<file path="config.mk">
export PLATFORM = sky130hd
export DESIGN_NAME = alu_exec_unit
export DESIGN_NICKNAME = d
export VERILOG_FILES = /design/src/rtl/alu_exec_unit.sv
export SDC_FILE = /design/constraint.sdc
export NUM_CORES = 1
export LEC_CHECK = 0
export BUFFER_PORTS_ARGS = -buffer_cell sky130_fd_sc_hd__buf_4
export CAP_MARGIN = 20
export CORE_UTILIZATION = 63
export CTS_CLUSTER_DIAMETER = 40
export CTS_CLUSTER_SIZE = 8
export DETAILED_ROUTE_END_ITERATION = 10
export GPL_TIMING_DRIVEN = 0
export PLACE_DENSITY = 0.82
export SYNTH_ARGS = -nofsm -noshare
export SYNTH_HDL_FRONTEND = slang
export SYNTH_SLANG_ARGS = --single-unit
</file>
<file path="constraint.sdc">
create_clock -name clk -period 1.8 [get_ports clk]
set_input_delay 0.18 -clock clk [delete_from_list [all_inputs] [get_ports clk]]
set_output_delay 0.18 -clock clk [all_outputs]
set_load 0.01 [all_outputs]
</file>
<file path="src/rtl/alu_exec_unit.sv">
// rtl/alu_exec_unit.sv - RV32I/M execute unit with registered result and iterative MUL/DIV engine
//
// Decodes alu_op/funct3/funct7 internally. Base ALU ops complete in one cycle;
// MUL*/DIV*/REM* use a radix-2 shift-add / restoring-divide engine taking XLEN
// cycles. Division by zero and signed overflow are resolved in a single cycle.
//
// Optional feature macro: ALU_MDU_EN (M-extension decode and MUL/DIV engine).
// Without it, any M-extension encoding returns result 0 with illegal set.
//
// Ports:
//   clk, rst_n            clock, asynchronous active-low reset
//   in_valid / in_ready   operation handshake
//   alu_op                00 ADD, x1 SUB (priority), 10 R-format decode
//   funct3, funct7_b5,
//   funct7_b0             instruction fields [14:12], [30], [25]
//   op_a, op_b            operands (rs1, rs2/imm)
//   out_valid / out_ready result handshake
//   result, zero, illegal registered result, result==0, undefined encoding
//   busy                  iterative engine active

module alu_exec_unit #(
    parameter int XLEN = 32
) (
    input  logic            clk,
    input  logic            rst_n,
    input  logic            in_valid,
    output logic            in_ready,
    input  logic [1:0]      alu_op,
    input  logic [2:0]      funct3,
    input  logic            funct7_b5,
    input  logic            funct7_b0,
    input  logic [XLEN-1:0] op_a,
    input  logic [XLEN-1:0] op_b,
    output logic            out_valid,
    input  logic            out_ready,
    output logic [XLEN-1:0] result,
    output logic            zero,
    output logic            illegal,
    output logic            busy
);

    localparam int SW = $clog2(XLEN);
    localparam logic [XLEN-1:0] MIN_VAL  = {1'b1, {(XLEN-1){1'b0}}};
    localparam logic [XLEN-1:0] ALL_ONES = {XLEN{1'b1}};

    logic            accept;
    logic [SW-1:0]   shamt;
    logic [XLEN-1:0] sc_result;
    logic            sc_illegal;
    logic            start_iter;
    logic            iter_done;
    logic [XLEN-1:0] iter_result;

    assign accept = in_valid && in_ready;
    assign shamt  = op_b[SW-1:0];

    // Single-cycle decode; start_iter flags an op that must go to the engine.
    always_comb begin
        sc_result  = '0;
        sc_illegal = 1'b0;
        start_iter = 1'b0;
        if (alu_op[0]) begin
            sc_result = op_a - op_b;
        end else if (!alu_op[1]) begin
            sc_result = op_a + op_b;
        end else if (!funct7_b0) begin
            case ({funct7_b5, funct3})
                4'b0000: sc_result = op_a + op_b;
                4'b1000: sc_result = op_a - op_b;
                4'b0001: sc_result = op_a << shamt;
                4'b0010: sc_result = {{(XLEN-1){1'b0}}, $signed(op_a) < $signed(op_b)};
                4'b0011: sc_result = {{(XLEN-1){1'b0}}, op_a < op_b};
                4'b0100: sc_result = op_a ^ op_b;
                4'b0101: sc_result = op_a >> shamt;
                4'b1101: sc_result = $unsigned($signed(op_a) >>> shamt);
                4'b0110: sc_result = op_a | op_b;
                4'b0111: sc_result = op_a & op_b;
                default: sc_illegal = 1'b1;
            endcase
        end else begin
`ifdef ALU_MDU_EN
            if (funct7_b5) begin
                sc_illegal = 1'b1;
            end else if (!funct3[2]) begin
                start_iter = 1'b1;
            end else if (op_b == '0) begin
                // divide by zero: quotient all-ones, remainder = dividend
                sc_result = funct3[1] ? op_a : ALL_ONES;
            end else if (!funct3[0] && op_a == MIN_VAL && op_b == ALL_ONES) begin
                // signed overflow: quotient MIN, remainder 0
                sc_result = funct3[1] ? '0 : MIN_VAL;
            end else begin
                start_iter = 1'b1;
            end
`else
            sc_illegal = 1'b1;
`endif
        end
    end

`ifdef ALU_MDU_EN
    typedef enum logic [1:0] {S_IDLE, S_MUL, S_DIV} state_t;

    state_t              state, state_next;
    logic [SW-1:0]       count;
    logic [2*XLEN-1:0]   acc, acc_step, prod_signed;
    logic [XLEN-1:0]     opnd;
    logic                neg_res;
    logic                sel_upper;   // MULH* high half, or REM* remainder
    logic                a_signed, b_signed, a_neg, b_neg;
    logic [XLEN-1:0]     a_mag, b_mag;
    logic [XLEN:0]       mul_sum, div_trial;
    logic [XLEN-1:0]     quo_s, rem_s;

    always_comb begin
        a_signed = 1'b0;
        b_signed = 1'b0;
        if (!funct3[2]) begin
            a_signed = (funct3 != 3'b011);
            b_signed = !funct3[1];
        end else begin
            a_signed = !funct3[0];
            b_signed = !funct3[0];
        end
    end

    assign a_neg = a_signed && op_a[XLEN-1];
    assign b_neg = b_signed && op_b[XLEN-1];
    assign a_mag = a_neg ? -op_a : op_a;
    assign b_mag = b_neg ? -op_b : op_b;

    // acc holds {high, low}: multiply = {partial product, remaining multiplier},
    // divide = {partial remainder, dividend bits shifting into quotient}.
    assign mul_sum   = {1'b0, acc[2*XLEN-1:XLEN]} + (acc[0] ? {1'b0, opnd} : '0);
    assign div_trial = acc[2*XLEN-1:XLEN-1] - {1'b0, opnd};

    always_comb begin
        acc_step = acc;
        if (state == S_MUL) begin
            acc_step = {mul_sum, acc[XLEN-1:1]};
        end else if (state == S_DIV) begin
            acc_step = div_trial[XLEN] ? {acc[2*XLEN-2:0], 1'b0}
                                       : {div_trial[XLEN-1:0], acc[XLEN-2:0], 1'b1};
        end
    end

    assign prod_signed = neg_res ? -acc_step : acc_step;
    assign quo_s       = neg_res ? -acc_step[XLEN-1:0] : acc_step[XLEN-1:0];
    assign rem_s       = neg_res ? -acc_step[2*XLEN-1:XLEN] : acc_step[2*XLEN-1:XLEN];

    always_comb begin
        iter_result = '0;
        if (state == S_MUL) begin
            iter_result = sel_upper ? prod_signed[2*XLEN-1:XLEN] : prod_signed[XLEN-1:0];
        end else if (state == S_DIV) begin
            iter_result = sel_upper ? rem_s : quo_s;
        end
    end

    assign busy      = (state != S_IDLE);
    assign iter_done = busy && (&count);
    assign in_ready  = (state == S_IDLE) && (!out_valid || out_ready);

    always_comb begin
        state_next = state;
        case (state)
            S_IDLE:  if (accept && start_iter) state_next = funct3[2] ? S_DIV : S_MUL;
            S_MUL,
            S_DIV:   if (&count) state_next = S_IDLE;
            default: state_next = S_IDLE;
        endcase
    end

    always_ff @(posedge clk or negedge rst_n) begin
        if (!rst_n) begin
            state <= S_IDLE;
        end else begin
            state <= state_next;
        end
    end

    always_ff @(posedge clk or negedge rst_n) begin
        if (!rst_n) begin
            count     <= '0;
            acc       <= '0;
            opnd      <= '0;
            neg_res   <= 1'b0;
            sel_upper <= 1'b0;
        end else if (accept && start_iter) begin
            count     <= '0;
            acc       <= {{XLEN{1'b0}}, funct3[2] ? a_mag : b_mag};
            opnd      <= funct3[2] ? b_mag : a_mag;
            neg_res   <= (funct3[2] && funct3[1]) ? a_neg : (a_neg ^ b_neg);
            sel_upper <= funct3[2] ? funct3[1] : (funct3[1:0] != 2'b00);
        end else if (busy) begin
            acc   <= acc_step;
            count <= count + 1'b1;
        end
    end
`else
    assign busy        = 1'b0;
    assign iter_done   = 1'b0;
    assign iter_result = '0;
    assign in_ready    = !out_valid || out_ready;
`endif

    always_ff @(posedge clk or negedge rst_n) begin
        if (!rst_n) begin
            out_valid <= 1'b0;
            result    <= '0;
            zero      <= 1'b0;
            illegal   <= 1'b0;
        end else begin
            if (out_valid && out_ready) begin
                out_valid <= 1'b0;
            end
            if (accept && !start_iter) begin
                out_valid <= 1'b1;
                result    <= sc_result;
                zero      <= (sc_result == '0);
                illegal   <= sc_illegal;
            end else if (iter_done) begin
                out_valid <= 1'b1;
                result    <= iter_result;
                zero      <= (iter_result == '0);
                illegal   <= 1'b0;
            end
        end
    end

endmodule

</file>
==> metrics.txt, run 1 <==
vias in the first global route=18400; PortBufs=107; Yosys cell types=94; H-tree Lvls=2; CTS max path bufs=2; largest net degree at the start of global routing=36; clk root buf=clkbuf_16; syn avg cell area=7.29 um2; initial core utilization=0.642; # rows=50; Num CTS Buffers=5; post-synth top area cell=mux4_2; FF+latch count, synth=35; main area contributors after synthesis=mux4_2, ha_1, dfrtp_1, o21ai_0, nand2_1; Mapped Area=12000 um2; Log Error=[ERROR GRT-0116] Global routing finished with congestion. Check the congestion regions in the DRC Viewer.; Synth Warn #=0; HPWL after detailed placement=47.6 mm; Post-Syn Nets=1817; dpl ws=-2400 ps; Die Wd=140 um; Die Ht=140 um; # IOs=112; first-pass GRT wire length=113 mm; Post-synth top cells=nand2_1, nor2_1, o21ai_0; most common cell in the netlist=nand2_1; status=stopped before the end; Top FF cell, synth=dfrtp_1; EDFF count, synth=0; area share of the largest cell type after synthesis=0.102; Remaining Overflow, GRT=108; Placer Congestion=about 1.3; cells after synthesis=roughly 1600; GR Util All Layers=0.763; Stopped at=5_1_grt; Seq/Total Area, Yosys=0.0732; clk sinks=35; Post-synth ARST share=1.00
-- what timing repair did --
action / 4_1_cts
hold buffers: 1
endpoints found under the setup margin: 34
resized for setup: 355
pin swaps: 99
setup buffers: 86
gates cloned: 1
endpoints found under the hold margin: 35
-- per-stage QoR --
step / hold slack (ps) / setup TNS (ps) / util / area, um2 / cells
4_1_cts: 137 / -28660 / 0.841 / 15700 / 2072
3_5_place_dp: 142 / -50850 / 0.723 / 13500 / 1986
3_3_place_gp: 135 / -52600 / 0.721 / 13500 / 1984
2_1_floorplan: -116 / -24320 / - / 12400 / 1643
-- kinds of logic after synthesis --
family,Yosys count,share of synthesized area
AO/OA/AOI/OAI,564,0.319
adder cells (fa/ha/maj),99,0.105
AND/OR/NAND/NOR,550,0.219
flip-flops,35,0.0732
buffers and inverters,232,0.0818
other,1,0.000313
multiplexers,138,0.184
XOR/XNOR,24,0.0176
-- layer usage --
layer,GRT overflow,GRT usage
met1,1,0.794
met2,60,0.947
met3,0,0.577
met4,46,0.728
met5,1,0.145
==> run 2, diff against run 1 <==
Settings changed: CORE_UTILIZATION 63 to 40, CTS_CLUSTER_DIAMETER 40 to not set, CTS_CLUSTER_SIZE 8 to not set, PLACE_DENSITY 0.82 to not set, PLACE_DENSITY_LB_ADDON set to 0.15.
==> metrics.txt, run 2 <==
status=finished with violations; failing checks=setup timing; cells after synthesis=1643 (unchanged); CTS max path bufs=2 (unchanged); # DRC=0; Seq/Total Area, Yosys=0.0732 (unchanged); adder-cell share of the synthesized area=0.105 (unchanged); Post-synth top cells=nand2_1, nor2_1, o21ai_0; Pwr per Cell Area=481 nW/um2; final wirelength=73.2 mm; H-tree Lvls=2 (unchanged); Top FF cell, synth=dfrtp_1; Final Skew=1.97 ps; ratio of final minimum period to clock period=2.00; Area Growth Syn to Fin=40.3%; Layout Nets=about 2000; Worst EP arrival=around 3800 ps; Hold WS=118 ps; Tightest Pin Transition=about 1200 ps; Post-synth ARST share=1.00 (unchanged); clk sinks=35 (unchanged); vias in the first global route=15300; initial core utilization=0.412 (-0.231); Clock Latency Late Sink=roughly 280 ps; FF+latch count, synth=35 (unchanged); EDFF count, synth=0 (unchanged); PortBufs=107 (unchanged); Mapped Area=12000 um2 (unchanged); most frequent cells in the layout=buf_4, nand2_1, nor2_1; layout cells sized above 1=0.375; VDD IR max=0.000276 V; max-cap violation count=0; Slew HR=0.227; # rows=62 (+24%); syn avg cell area=7.29 um2 (unchanged); Num CTS Buffers=5 (unchanged); first-pass GRT wire length=between 100 and 150 mm; Synth Warn #=0 (unchanged); Largest register FFs=32; Synth Area in Compound Gates=0.319 (unchanged); Post-DP Area=13700 um2 (+1.6%); Top reg by flops=result; Placed Cells=2138 (+7.7%); RSZ-0062 raised after global routing=yes; setup violators final=33; Yosys cell types=94 (unchanged); Finished Layout Cells=approximately 2300; area share of the largest cell type after synthesis=0.102 (unchanged); endpoint class of the critical path=flop; Hold WC Path Type=in -> reg; Worst EP required=2020 ps; fmax=0.278 GHz; most common cell after layout, fill and taps aside=buf_4; routed vias=16400; cell area after layout=16800 um2; Final Util=0.577; post-synth top area cell=mux4_2; Slew Viols, Final=0; number of antenna repair diodes=0; Worst-path clk slew=50 ps; final worst slack=-1790 ps; Placer Congestion=1.08 (-17%); Max FO, Critical Path=5; Post-Syn Nets=1817 (unchanged); DIE AREA=between 30000 and 40000 um2; post-synthesis mux area share=0.184 (unchanged); # IOs=112 (unchanged); Setup CP Type=in -> reg; Synth Area in Simple Gates=0.219 (unchanged); initial antenna violation count=0; final antenna-violating net count=0; Routed wire per std cell=32.3 um; largest net degree at the start of global routing=36; clk root buf=clkbuf_16; HPWL after detailed placement=56.5 mm (+19%); vias per cell=7.22; filler instances=2700; main area contributors after synthesis=mux4_2, ha_1, dfrtp_1, o21ai_0, nand2_1; most common cell in the netlist=nand2_1; largest family of logic cells by synthesized area=compound AO/OA/AOI/OAI gates; TritonCTS clock tree=built; Die Ht=175 um (+25%); core area=slightly below 30000 um2; GR Util All Layers=0.464; Final Hold Fails=0; DR pass1 iterations=6; Remaining Overflow, GRT=0; detailed router's first-iteration violation count=2272; Die Wd=175 um (+25%); min cycle time layout=around 3600 ps; Pleak=roughly 6.8 nW; XOR/XNOR share of the synthesized area=0.0176 (unchanged); Critical Path Start Type=input port
## run 2: cell counts after synthesis
No cell type changed its count.
## run 2: layout make-up
cell class,count,area (um2),share of cell area
plain buffers,116,956,0.0569
clock buffers,8,156,0.00931
inverters,106,452,0.0269
multi-input cells,1376,11800,0.705
flip-flops and latches,35,876,0.0522
well taps,384,480,0.0286
repair buffers,241,2040,0.121
## run 2: worst max-delay path, cell delays in order
cell and delay [ps]:
buf_4 160, ha_4 190, fa_2 410, a21o_1 190
a221o_1 360, buf_4 160, buf_6 110, buf_6 120
a21o_4 230, a31oi_4 230, buf_6 140, o31a_1 120
mux2i_1 260, nand4_1 220, a21oi_1 230, nand4_1 130
nor3_2 220, a22o_1 140
## run 2: cells by family after synthesis
group	Yosys count
adders and majority gates	99
AOI/OAI and AO/OA	564
muxes	138
other	1
and+or+nand+nor	550
buffers and inverters	232
DFF	35
xor gates and xnor gates	24
## run 2: through the flow
stage,total power [mW],setup slack (ps),setup TNS [ps]
after floorplan,3.95,-1250,-24320
after detailed placement,5.75,-2670,-57270
after global placement,5.73,-2780,-64120
after global routing,8.38,-1830,-35950
after CTS,7.46,-1630,-31110
final,8.08,-1790,-35100
## run 2: power by group
| part | internal, mW | switching, mW |
|---|---|---|
| registers | 0.950 | 0.0809 |
| logic | 2.49 | 3.67 |
| clock network | 0.588 | 0.303 |
| total | 4.03 | 4.05 |
## run 2: routing by layer
| layer | vias up | wire [um] | part of all wire | track usage |
|---|---|---|---|---|
| met5 | - | 0 | 0 | 0 |
| met4 | 0 | 6340 | 0.087 | 0.336 |
| met3 | 399 | 8530 | 0.12 | 0.0868 |
| met2 | 1434 | 32000 | 0.44 | 0.721 |
| met1 | 7782 | 26400 | 0.36 | 0.573 |
| li1 | 6739 | - | - | - |
## run 2: worst paths after layout
kind                       slack (ps)  cells past startpoint    endpoint  startpoint
min reg2reg                       470                      2  result[31]  result[31]
max in group asynchronous        1100                      2  result[24]       rst_n
max                             -1790                     18        zero     op_a[0]
max reg2reg                      -290                      5  result[26]   out_valid
min                               120                      2   out_valid    in_valid
min in group asynchronous         390                      2  result[11]       rst_n
## run 2: timing repair
| action | in CTS | in global routing |
|---|---|---|
| pin swaps | 99 | 85 |
| hold buffers | 1 | 0 |
| endpoints found under the hold margin | 35 | 0 |
| setup buffers | 81 | 52 |
| resized for setup | 356 | 149 |
| setup endpoints to repair | 34 | 34 |
Note: power is estimated with default switching activity, not from simulation.
==> run 3, diff against run 2 <==
--- a/config.mk
+++ b/config.mk
@@ -9,2 +9,3 @@
 export CAP_MARGIN = 20
+export CORE_ASPECT_RATIO = 0.9
 export CORE_UTILIZATION = 40
@@ -12,3 +13,3 @@
 export GPL_TIMING_DRIVEN = 0
-export PLACE_DENSITY_LB_ADDON = 0.15
+export PLACE_DENSITY = 0.65
 export SYNTH_ARGS = -nofsm -noshare
==> constraint.sdc (replaced) <==
create_clock -name clk -period 1.8 [get_ports clk]
set_input_delay 0.09 -clock clk [delete_from_list [all_inputs] [get_ports clk]]
set_output_delay 0.09 -clock clk [all_outputs]
set_load 0.01 [all_outputs]
==> metrics.txt, run 3 (synthesis results as in run 2) <==
Hold Startpoint=in_valid; Hold WS=11.7 ps (-106 ps); Hold WC Path Type=in -> reg; Area Growth Syn to Fin=39.0%; Max FO, Critical Path=10 (+5); vias in the first global route=15000 (-1.5%); DR pass1 iterations=8 (+2); Top reg by flops=result; Worst-path clk slew=50 ps (about the same); Setup crit start=op_a[5]; clk sinks=35 (unchanged); DIE AREA=30600 um2 (about the same); # DRC=0 (unchanged); first-pass GRT wire length=105 mm (+1.3%); final antenna-violating net count=0 (unchanged); final wirelength=74.7 mm (+2.0%); max-cap violation count=0 (unchanged); Slew HR=0.266 (+0.0392); Pleak=6.70 nW (-0.96%); Num CTS Buffers=5 (unchanged); Clock Latency Late Sink=290 ps (about the same); Critical Path Start Type=input port; PortBufs=107 (unchanged); core area=29200 um2 (+0.24%); initial antenna violation count=0 (unchanged); vias per cell=7.25 (+0.48%); largest net degree at the start of global routing=36 (unchanged); # IOs=112 (unchanged); setup violators final=33 (unchanged); worst r2r src=out_valid; Setup CP Type=in -> reg; # rows=59 (-4.8%); Final Skew=3.28 ps (+1.31 ps); most frequent cells in the layout=buf_4, nand2_1, nor2_1; Routed wire per std cell=32.9 um (+2.0%); RSZ-0062 raised after global routing=yes; Tightest Pin Transition=1100 ps (-58.8 ps); ratio of final minimum period to clock period=2.06 (+0.0597); HPWL after detailed placement=57.4 mm (+1.5%); Die Ht=166 um (-5.1%); Die Wd=184 um (+5.3%); layout cells sized above 1=0.361 (-0.0133); overall power=8.01 mW (-0.88%); Final Util=0.571 (-0.00673); VDD IR max=0.000497 V (+80%); Layout Nets=2044 (-0.54%); number of antenna repair diodes=0 (unchanged); initial core utilization=0.411 (-0.000971); routed vias=16400 (+0.53%); clk root buf=clkbuf_16; fmax=0.270 GHz (-2.9%); Worst EP required=2030 ps (about the same); Pwr per Cell Area=481 nW/um2 (about the same); status=finished with violations; Slew Viols, Final=0 (unchanged); Final Hold Fails=0 (unchanged); failing checks=setup timing; final worst slack=-1900 ps (-108 ps); Remaining Overflow, GRT=0 (unchanged); most common cell after layout, fill and taps aside=buf_4; Largest register FFs=32 (unchanged); TritonCTS clock tree=built; GR Util All Layers=0.474 (+0.0103); Worst EP arrival=3930 ps (+120 ps); CTS max path bufs=2 (unchanged); detailed router's first-iteration violation count=2486 (+9.4%); H-tree Lvls=2 (unchanged); Placer Congestion=1.08 (-0.21%); endpoint class of the critical path=flop; min cycle time layout=3700 ps (+108 ps)
## run 3: changes by cell type in the layout (fill, tap and decap cells not counted), sizes merged
cell | previous run | this run
buf | 285 | 272
clkbuf | 78 | 80
inv | 99 | 100
clkdlybuf4s15 | 1 | 0
## run 3: power breakdown
| group | switching (mW) | internal, mW |
|---|---|---|
| sequential | 0.0897 | 0.950 |
| clock | 0.336 | 0.511 |
| combinational | 3.69 | 2.44 |
| total | 4.11 | 3.90 |
## run 3: worst paths after layout
check                        endpoint  slack (ps)  cells past startpoint
max                              zero       -1900                     15
min                         out_valid          10                      2
max reg2reg                result[26]          40                      5
min reg2reg                 result[5]         480                      2
max in group asynchronous  result[25]        1160                      2
min in group asynchronous   result[7]         300                      2
## run 3: metal layers
metal	vias to the layer above	routed length, um	GRT usage
li1	6727	-	-
met1	7924	29200	0.658
met2	1483	28900	0.654
met3	304	11900	0.166
met4	2	4620	0.196
met5	-	82	0.0384
## run 3: cell type report
type / instances / area, um2
Multi-Input combinational cell: 1376 / 11800
Clock buffer: 7 / 133
Tap cell: 396 / 495
Sequential cell: 35 / 876
Buffer: 117 / 1010
Timing Repair Buffer: 229 / 1880
Clock inverter: 1 / 5.00
Fill cell: 2779 / 12500
Inverter: 106 / 444
## run 3: repair_timing
action                                 4_1_cts  5_1_grt
setup buffers                               66       52
pin swaps                                   76       69
gates resized for setup                    374      123
hold buffers                                 1        0
setup endpoints to repair                   34       34
endpoints found under the hold margin       35        0
## run 3: per-stage QoR
| step | setup TNS, ps | setup WS [ps] | area (um2) | std cells |
|---|---|---|---|---|
| after floorplan | -21350 | -1160 | 12400 | 1643 |
| after global placement | -60970 | -2840 | 13700 | 2146 |
| after global routing | -32160 | -1930 | 16600 | 2267 |
| after CTS | -26060 | -1700 | 15800 | 2217 |
| after detailed placement | -56600 | -2870 | 13700 | 2150 |
| final | -30940 | -1900 | 16600 | 2267 |
## run 3: critical path, stage by stage
cell and delay, ps:
buf_4 220, inv_1 120, ha_1 370, buf_6 190, nor2_1 80, a221oi_2 280
a211oi_1 150, nor3_2 380, nand4b_1 410, a221oi_2 420, nand4bb_1 280, nor4_4 410
nand4_1 230, nor3_2 160, a22o_1 140
